$ cat config.mk
export PLATFORM = sky130hd
export DESIGN_NAME = countdown_timer
export DESIGN_NICKNAME = d
export VERILOG_FILES = /design/src/rtl/countdown_timer.sv
export SDC_FILE = /design/constraint.sdc
export NUM_CORES = 1
export LEC_CHECK = 0
export CAP_MARGIN = 20
export CORE_UTILIZATION = 48
export DETAILED_ROUTE_END_ITERATION = 16
export GPL_TIMING_DRIVEN = 1
export MAX_ROUTING_LAYER = met4
export PLACE_DENSITY = 0.72
export SLEW_MARGIN = 5
export SYNTH_ARGS = -nofsm -noshare
export SYNTH_HDL_FRONTEND = slang
export SYNTH_SLANG_ARGS = --single-unit
$ cat constraint.sdc
create_clock -name clk -period 3.05 [get_ports clk]
set_input_delay 0.61 -clock clk [delete_from_list [all_inputs] [get_ports clk]]
set_output_delay 0.61 -clock clk [all_outputs]
set_load 0.03 [all_outputs]
$ cat src/rtl/countdown_timer.sv
// Minutes:seconds countdown timer with an internal one-second prescaler,
// a load/start/pause/expiry FSM and a latched alarm output.
module countdown_timer #(
    parameter int CLK_DIV   = 100000000,
    parameter int DIV_WIDTH = 27,
    parameter int MAX_MIN   = 99
) (
    input  logic       clk,
    input  logic       reset,
    input  logic       load,
    input  logic [6:0] min_in,
    input  logic [5:0] sec_in,
    input  logic       start,
    input  logic       stop,
    input  logic       ack,
    output logic [6:0] minutes,
    output logic [5:0] seconds,
    output logic       running,
    output logic       done,
    output logic       alarm
);

    typedef enum logic [1:0] {
        IDLE  = 2'd0,
        RUN   = 2'd1,
        PAUSE = 2'd2,
        DONE  = 2'd3
    } state_t;

    localparam logic [6:0]           MAX_MIN_V = 7'(MAX_MIN);
    localparam logic [DIV_WIDTH-1:0] TICK_AT   = DIV_WIDTH'(CLK_DIV - 1);

    state_t               state_q, state_d;
    logic [6:0]           min_q, min_d;
    logic [5:0]           sec_q, sec_d;
    logic [DIV_WIDTH-1:0] presc_q, presc_d;
    logic                 running_q, running_d;
    logic                 done_q, done_d;
    logic                 alarm_q, alarm_d;
    logic                 is_zero;

    function automatic logic [6:0] sat_min(input logic [6:0] v);
        return (v > MAX_MIN_V) ? MAX_MIN_V : v;
    endfunction

    function automatic logic [5:0] sat_sec(input logic [5:0] v);
        return (v > 6'd59) ? 6'd59 : v;
    endfunction

    assign is_zero = (min_q == 7'd0) && (sec_q == 6'd0);

    always_comb begin
        state_d = state_q;
        min_d   = min_q;
        sec_d   = sec_q;
        presc_d = presc_q;
        alarm_d = alarm_q;
        done_d  = 1'b0;

        if (load) begin
            min_d   = sat_min(min_in);
            sec_d   = sat_sec(sec_in);
            presc_d = '0;
            state_d = IDLE;
            alarm_d = 1'b0;
        end else begin
            unique case (state_q)
                IDLE, PAUSE: begin
                    if (!stop && start && !is_zero) begin
                        state_d = RUN;
                    end
                end
                RUN: begin
                    // stop beats a coincident tick; the prescaler stays at
                    // TICK_AT so the pending tick fires right after resume
                    if (stop) begin
                        state_d = PAUSE;
                    end else if (presc_q == TICK_AT) begin
                        presc_d = '0;
                        if (sec_q != 6'd0) begin
                            sec_d = sec_q - 6'd1;
                            if (min_q == 7'd0 && sec_q == 6'd1) begin
                                state_d = DONE;
                                done_d  = 1'b1;
                                alarm_d = 1'b1;
                            end
                        end else begin
                            sec_d = 6'd59;
                            min_d = min_q - 7'd1;
                        end
                    end else begin
                        presc_d = presc_q + DIV_WIDTH'(1);
                    end
                end
                DONE: begin
                    if (ack) begin
                        state_d = IDLE;
                        alarm_d = 1'b0;
                    end
                end
                default: state_d = IDLE;
            endcase
        end

        running_d = (state_d == RUN);
    end

    always_ff @(posedge clk) begin
        if (reset) begin
            state_q   <= IDLE;
            min_q     <= '0;
            sec_q     <= '0;
            presc_q   <= '0;
            running_q <= 1'b0;
            done_q    <= 1'b0;
            alarm_q   <= 1'b0;
        end else begin
            state_q   <= state_d;
            min_q     <= min_d;
            sec_q     <= sec_d;
            presc_q   <= presc_d;
            running_q <= running_d;
            done_q    <= done_d;
            alarm_q   <= alarm_d;
        end
    end

    assign minutes = min_q;
    assign seconds = sec_q;
    assign running = running_q;
    assign done    = done_q;
    assign alarm   = alarm_q;

endmodule

==> flow_summary.yaml <==
outcome:
  outcome: "complete, no violations"
placement:
  hpwlAfterDp_mm: 3.74
  gp_congestion: 0.821
  placement.io_buffers: 34
  place_inst: 380
timing:
  fin_tns_setup_ns: 0
  fin_worst_skew_ns: 0.0122
  worstMarginPinSlew_ns: 0.638
  clock.fmax_ghz: 0.395
  hold_viol_final: 0
  period_share_pct: 83.0
  maxSlewHeadroom_pct: 57.1
  slew_viol_final: 0
  fin_crit_ns: 2.53
  rsz0062_at_grt: "false"
  finalSetupViolations: 0
yosys:
  ys_types: 49
  postSynthCellCount: 285
  yosysSeqAreaShare_pct: 38.0
  synth_top_area_share_pct: 38.0
  synthAdderAreaFrac_pct: 2.11
  syn_area_um2: 2370
  ys_warn_count: 0
  syn_area_per_cell_um2: 8.32
  synth_seq_cells: 45
  synth_xor_area_share_pct: 11.1
  synthArstFlopShare_pct: 0
  muxShareOfSynthArea_pct: 1.85
  synth_top_area_cell: "dfxtp_1"
  synth_top_family_by_area: "simple AND/OR/NAND/NOR gates"
  synth-edff-count: 0
  synth_compound_area_share_pct: 9.60
  synth_ff_type: "dfxtp_1"
  synth_fp_nets: 308
  synth.area.top_cells: "dfxtp_1, nor2_1, xnor2_1"
  synth_simple_gate_area_share_pct: 33.4
setup_path:
  critPathArrivalTime_ns: 2.74
  critPathKind: "in -> reg"
  cp.required_ns: 3.26
  reg2regPathDepth: 5
  worst_setup_path_end_kind: "flip-flop"
  path_max_fanout: 7
  critPathMaxStageDelay_ns: 0.56
  slowest_stage: "or4bb_1"
  path_cells: "clkdlybuf4s50_1 > or4bb_1 > nor4_4 > nand3_4 > or3_1 > a311oi_1"
  worstSetupStartpointType: "primary input"
clocking:
  htreeDepth: 2
  clockBufferDepth: 2
  clockRootBuffer: "clkbuf_8"
  clkTransAtPathRegs_ns: 0.08
  cts_hold_buf: 0
  cts_resized: 0
  cts_setup_buffers: 0
  cts_sinks: 45
  clock_latency_ns: 0.30
  tritoncts: "built"
  cts_inserted_buffers: 5
final_layout:
  drive_gt1_share_pct: 7.79
  final_cells: 388
  final_cell_mix: "nor2_1, dfxtp_1, clkdlybuf4s50_1"
  syn_to_final_growth_pct: 21.4
  layout_commonest_cell: "nor2_1"
  antenna-diode-count: 0
  fin_nets: 343
floorplanning:
  pin_count: 35
  die_h_um: 72.3
  die_x_um: 72.3
  row_count: 25
  die-area_um2: 5220
  start_util_pct: 50.2
  coreArea_um2: 4720
pwr:
  p_leak_nw: 0.925
  p_per_area_nw_per_um2: 396
  peakVddDrop_mv: 0.268
  finalPower_mw: 1.14
job:
  drv_cap: 0
global_routing:
  antenna_found_initial: 0
  grt_max_degree: 25
  grt_pass1_vias: 1846
  grt_usage_pct: 22.3
  overflow: 0
  grt_pass1_wl_mm: 8.76
route:
  wl_mm: 5.32
  drt-initial-drc-count: 100
  drc: 0
  via_per_inst: 5.41
  antenna_left: 0
  drt_first_pass_iters: 4
  via_count: 2101
  wire_per_inst_um: 13.7
worst_hold_path:
  min_path_type: "reg -> reg"
  hold_path_depth: 2
[logic make-up (layout without fill, tap and decap cells)]
logic type | after synthesis | count (layout)
mux | 4 | 4
xor+xnor | 30 | 30
flops | 45 | 45
fa+ha+maj | 4 | 4
simple gates | 145 | 145
buf+inv | 22 | 58
compound gates | 35 | 35
[worst max-delay path, delay by kind of cell]
| family | cells | cell delay [ns] |
|---|---|---|
| AND/OR/NAND/NOR | 4 | 1.40 |
| buffers and inverters | 1 | 0.49 |
| AO/OA/AOI/OAI | 1 | 0.25 |
[sequential cells by signal, indices dropped and copies added (netlist names)]
name	cells
presc_q	27
seconds	6
state_q	2
alarm	1
running	1
done	1
minutes	7
[synth_stat cells, drive strengths merged, types with 3 or more instances]
cell type  count
nand4         12
xor2          10
nor3b          5
nand2         23
nand3         11
inv            9
a21oi          9
mux2           3
or3            4
xnor2         20
o21ai          7
nor4           9
dfxtp         45
clkbuf         7
a211oi         9
nor3          13
buf            5
ha             4
nor2          49
[path summary, 6_finish.rpt]
| path | startpoint | end | slack, ns |
|---|---|---|---|
| worst max-delay path | stop | minutes[6] | 0.52 |
| worst min-delay path | presc_q[1] | presc_q[1] | 0.50 |
| worst max register to register | presc_q[17] | minutes[6] | 0.66 |
| worst min register to register | presc_q[1] | presc_q[1] | 0.50 |
[through the flow]
| step | hold WS [ns] | utilization [%] | cell area [µm²] | setup WS (ns) |
|---|---|---|---|---|
| floorplan | 0.462 | - | 2370 | 0.745 |
| global placement | 0.485 | 59.2 | 2800 | 0.239 |
| detailed placement | 0.489 | 59.2 | 2800 | 0.224 |
| CTS | 0.501 | 61.0 | 2880 | 0.519 |
| global route | 0.511 | 61.0 | 2880 | 0.417 |
| finish | 0.502 | 61.0 | 2880 | 0.520 |
[power by group]
group	switching (mW)	internal [mW]
sequential	0.0156	0.600
clock	0.202	0.159
combinational	0.0879	0.0743
total	0.306	0.833
[area by class of cell]
class	instances	area, µm²
Multi-Input combinational cell	218	1380
Inverter	10	37.5
Clock buffer	6	72.6
Tap cell	67	83.8
Fill cell	418	1840
Sequential cell	45	901
Clock inverter	2	10.0
Timing Repair Buffer	40	398
[routing by layer]
metal  track usage (%)  vias to the layer above  part of all wire (%)
li1                  -                     1069                     -
met1              28.4                      961                    47
met2              34.6                       61                    46
met3              5.28                       10                   4.9
met4              7.84                        0                   1.8
met5                 -                        -                     0
Power figures use the tool's default switching activity.
